==> src/rtl/stream_arbiter.sv <==
// 2:1 burst-limited round-robin arbiter merging two producer streams into one
// registered downstream stream, with per-channel saturating transfer counters.
module stream_arbiter #(
    parameter int unsigned ADDR_W = 32,
    parameter int unsigned ID_W   = 8,
    parameter int unsigned BURST  = 4,
    parameter int unsigned CNT_W  = 16
) (
    input  logic              clk,
    input  logic              reset,
    input  logic [ADDR_W-1:0] in_address_1,
    input  logic [ID_W-1:0]   in_id_1,
    input  logic              in_valid_1,
    output logic              out_stall_1,
    input  logic [ADDR_W-1:0] in_address_2,
    input  logic [ID_W-1:0]   in_id_2,
    input  logic              in_valid_2,
    output logic              out_stall_2,
    input  logic              in_stall,
    output logic [ADDR_W-1:0] out_address,
    output logic [ID_W-1:0]   out_id,
    output logic              out_valid,
    output logic              out_src,
    output logic [CNT_W-1:0]  xfer_cnt_1,
    output logic [CNT_W-1:0]  xfer_cnt_2
);

    localparam int unsigned BurstW = $clog2(BURST + 1);

    typedef enum logic {OwnCh1, OwnCh2} owner_e;

    owner_e              owner_q, owner_d, grant;
    logic [BurstW-1:0]   burst_q, burst_d;
    logic [ADDR_W-1:0]   out_address_q, out_address_d;
    logic [ID_W-1:0]     out_id_q, out_id_d;
    logic                out_valid_q, out_valid_d;
    logic                out_src_q, out_src_d;
    logic [CNT_W-1:0]    cnt_1_q, cnt_1_d, cnt_2_q, cnt_2_d;
    logic                can_accept, xfer_1, xfer_2, burst_full;

    assign burst_full = (burst_q == BurstW'(BURST));
    assign can_accept = !out_valid_q || !in_stall;

    always_comb begin
        grant = owner_q;
        if (in_valid_1 && !in_valid_2) begin
            grant = OwnCh1;
        end else if (!in_valid_1 && in_valid_2) begin
            grant = OwnCh2;
        end else if (in_valid_1 && in_valid_2 && burst_full) begin
            grant = (owner_q == OwnCh1) ? OwnCh2 : OwnCh1;
        end
    end

    // Reset suppresses transfers so a word presented during reset is not consumed.
    assign xfer_1 = !reset && can_accept && (grant == OwnCh1) && in_valid_1;
    assign xfer_2 = !reset && can_accept && (grant == OwnCh2) && in_valid_2;

    assign out_stall_1 = reset || !(can_accept && (grant == OwnCh1));
    assign out_stall_2 = reset || !(can_accept && (grant == OwnCh2));

    always_comb begin
        owner_d       = owner_q;
        burst_d       = burst_q;
        out_address_d = out_address_q;
        out_id_d      = out_id_q;
        out_valid_d   = out_valid_q;
        out_src_d     = out_src_q;
        cnt_1_d       = cnt_1_q;
        cnt_2_d       = cnt_2_q;

        if (can_accept) begin
            out_valid_d = xfer_1 || xfer_2;
        end

        if (xfer_1) begin
            out_address_d = in_address_1;
            out_id_d      = in_id_1;
            out_src_d     = 1'b0;
            if (cnt_1_q != '1) cnt_1_d = cnt_1_q + 1'b1;
        end else if (xfer_2) begin
            out_address_d = in_address_2;
            out_id_d      = in_id_2;
            out_src_d     = 1'b1;
            if (cnt_2_q != '1) cnt_2_d = cnt_2_q + 1'b1;
        end

        // Ownership and burst length only move on an actual transfer.
        if (xfer_1 || xfer_2) begin
            if (grant == owner_q) begin
                if (!burst_full) burst_d = burst_q + 1'b1;
            end else begin
                owner_d = grant;
                burst_d = BurstW'(1);
            end
        end
    end

    always_ff @(posedge clk) begin
        if (reset) begin
            owner_q       <= OwnCh1;
            burst_q       <= '0;
            out_address_q <= '0;
            out_id_q      <= '0;
            out_valid_q   <= 1'b0;
            out_src_q     <= 1'b0;
            cnt_1_q       <= '0;
            cnt_2_q       <= '0;
        end else begin
            owner_q       <= owner_d;
            burst_q       <= burst_d;
            out_address_q <= out_address_d;
            out_id_q      <= out_id_d;
            out_valid_q   <= out_valid_d;
            out_src_q     <= out_src_d;
            cnt_1_q       <= cnt_1_d;
            cnt_2_q       <= cnt_2_d;
        end
    end

    assign out_address = out_address_q;
    assign out_id      = out_id_q;
    assign out_valid   = out_valid_q;
    assign out_src     = out_src_q;
    assign xfer_cnt_1  = cnt_1_q;
    assign xfer_cnt_2  = cnt_2_q;

endmodule

==> config.mk <==
export PLATFORM = sky130hd
export DESIGN_NAME = stream_arbiter
export DESIGN_NICKNAME = d
export VERILOG_FILES = /design/src/rtl/stream_arbiter.sv
export SDC_FILE = /design/constraint.sdc
export NUM_CORES = 1
export LEC_CHECK = 0
export ABC_AREA = 1
export CORE_AREA = 2 2 103 105
export CTS_BUF_LIST = sky130_fd_sc_hd__clkbuf_8
export CTS_CLUSTER_DIAMETER = 40
export DETAILED_ROUTE_END_ITERATION = 6
export DIE_AREA = 0 0 105 107
export GPL_TIMING_DRIVEN = 0
export PLACE_DENSITY = 0.79
export SETUP_SLACK_MARGIN = 0.15
export SYNTH_ARGS = -nofsm -noshare
export SYNTH_HDL_FRONTEND = slang
export SYNTH_SLANG_ARGS = --single-unit
==> constraint.sdc <==
create_clock -name clk -period 4.8 [get_ports clk]
set_clock_uncertainty 0.15 [all_clocks]
set_input_delay 0.96 -clock clk [delete_from_list [all_inputs] [get_ports clk]]
set_output_delay 0.96 -clock clk [all_outputs]
set_load 0.02 [all_outputs]
==> impl_metrics.csv <==
group,metric,value,unit
status,outcome,"finished, final reports clean",
routing,drc_errors,0,
critical_path,critPathArrivalTime,2.93,ns
placement,io_buffers,159,
clock_tree,clk_pin_slew_worst_paths,0.08,ns
yosys,synth_area_leaders,"dfxtp_1 (35%), nand3_1 (12%), nand2_1 (12%)",
die,die_y,107,um
flow_run,cap_violations,0,
clock_tree,cts_root_buffer,"clkbuf_8",
routing,routed-via-count,4953,
die,core,0.0101,mm^2
sta,setup_slack,0.762,ns
yosys,synth_seq_area_share,35.4,%
yosys,synth_nets,770,
die,die_area,0.0112,mm^2
clock_tree,clockBufferDepth,2,
critical_path,path_delay_family,"buffers and inverters",
clock_tree,insertion_delay,0.34,ns
yosys,synth_top_area_share,35.4,%
critical_path,required,3.69,ns
power_and_ir_drop,ir_drop,0.123,mV
power_and_ir_drop,cellPowerDensity,240,mW/mm^2
cells_and_area,antenna_cells,0,
global_route,grt_use_total,23.2,%
critical_path,reg2regPathDepth,10,
global_route,met3_usage,6.99,%
clock_tree,cts_setup_buffers,0,
die,fp-row-count,37,
sta,timing.final.crit_share,84.1,%
yosys,yosysTopAreaCell,"dfxtp_1",
sta,drv_slew,0,
critical_path,cp-end-kind,"output port",
cells_and_area,final_common_cell,"clkdlybuf4s50_1",
sta,tns,0,ns
critical_path,max_stage_delay,0.61,ns
sta,fmax,248,MHz
critical_path,start_kind,"input pin",
yosys,netlist_area,0.00441,mm^2
sta,slew_headroom,60.8,%
global_route,grt_most_used_layer,"met2",
yosys,postSynthCellCount,681,
critical_path,worstPathBufferInverterCount,3,
routing,avgViaCountPerCell,4.99,
yosys,ys_types,24,
cells_and_area,layout_common_cells,"clkdlybuf4s50_1 (159), nand2_1 (142), nand3_1 (109)",
critical_path,crit_slowest_cell,"clkdlybuf4s50_1",
placement,post-dp-hpwl,10.1,mm
routing,drtIter0Drc,203,
power_and_ir_drop,p_leak,2.66,nW
hold_path,whs_path_depth,2,
global_route,met1_usage,26.1,%
critical_path,r2r_slack,2.65,ns
sta,min_period,4.04,ns
global_route,grt_pass1_vias,4759,
yosys,ys_seq_elements,78,
global_route,antenna_found_initial,0,
sta,setup_violations,0,
cells_and_area,drive_gt1_share,5.14,%
global_route,use_met2,41.7,%
clock_tree,cts_tree,"done",
global_route,grt_max_degree,14,
critical_path,path_cells,"clkdlybuf4s50_1, nand2_1, nand2_1, nand2_1, clkbuf_1, nand2_1, clkdlybuf4s50_1",
cells_and_area,post-route-util,62.9,%
hold_path,hold_class,"flop to flop",
routing,wl_per_cell,13.1,um
routing,antenna_left,0,
routing,dr.pass1.iters,4,
global_route,grt_pass1_wl,21.5,mm
placement,preCtsSetupSlack,0.768,ns
sta,whs,0.336,ns
cells_and_area,layout.nets,940,
global_route,grt_overflow,0,
sta,rsz0062_at_grt,"no",
clock_tree,numCtsBuffers,9,
die,die_width,105,um
critical_path,path_max_fanout,10,
clock_tree,htree_levels,3,
die,ios,161,
routing,route.final.wire_length,13.0,mm
sta,worst_pin_slew,0.588,ns
cells_and_area,syn_to_final_growth,43.9,%
yosys,avgSynthCellArea,6.48,um^2
sta,finalHoldViolCount,0,
placement,globalplace.congestion,0.908,
clock_tree,cts_sinks,78,
clock_tree,postCtsHoldBufs,0,
critical_path,cp_num_cells,7,
die,initial_core_util,43.7,%
critical_path,crit_type,"input pin to output port",
critical_path,path_common_cell,"nand2_1",
yosys,yosys_warnings,0,
clock_tree,cts.repair.resized,0,
==> path summary, 6_finish.rpt <==
check	end	start
worst max-delay path	out_stall_1	in_valid_2
worst min-delay path	out_id[3]	out_id[3]
worst max register to register	xfer_cnt_2[8]	burst_q[0]
worst min register to register	out_id[3]	out_id[3]
==> cell type report <==
type | count | area, um^2
flip-flops and latches | 78 | 1560
clock inverters | 6 | 37.5
fillers | 950 | 3740
well taps | 136 | 170
repair buffers | 159 | 1590
plain buffers | 41 | 206
inverters | 107 | 402
multi-input cells | 455 | 2240
clock buffers | 10 | 138
==> cell families after synthesis <==
logic type | count (synthesis) | synth area share, %
xor+xnor | 16 | 3.17
fa+ha+maj | 4 | 1.13
buf+inv | 148 | 13.8
compound gates | 77 | 8.73
flops | 78 | 35.4
simple gates | 358 | 37.8
==> where the power goes <==
part / internal [mW] / switching [mW] / total [mW]
Combinational: 0.176 / 0.197 / 0.374
Clock: 0.199 / 0.248 / 0.448
Sequential: 0.679 / 0.0230 / 0.702
Total: 1.05 / 0.469 / 1.52
==> layer usage <==
metal  routed length [um]  part of all wire, %
met2                 6510                   50
met3                 1040                  8.0
met4                  136                  1.0
met1                 5300                   41
met5                    0                    0
==> per-stage QoR <==
stage               total power, mW  instance area, um^2  std cells
floorplan                     0.912                 4410        681
global placement               1.08                 6180        976
detailed placement             1.09                 6180        976
CTS                            1.53                 6350        992
global route                   1.61                 6350        992
finish                         1.52                 6350        992
==> cell usage after synthesis (all sizes together) <==
master	n
a21oi	69
buf	19
clkbuf	22
dfxtp	78
ha	4
inv	107
nand2	144
nand3	109
nand4	45
nor2	55
nor3	5
o21ai	8
xnor2	9
xor2	7
==> sequential cells by signal, indices dropped and copies added, names as in the netlist <==
name and count:
owner_q 1, out_src 1, burst_q 3, xfer_cnt_2 16, out_id 8, xfer_cnt_1 16
out_valid 1, out_address 32
==> worst min-delay path: cells and delay by family, from the launching register on <==
kind               cells  cell delay [ns]
AOI/OAI and AO/OA      1             0.06
and+or+nand+nor        1             0.07
DFF                    1             0.31
Note: power is estimated with default switching activity, not from simulation.
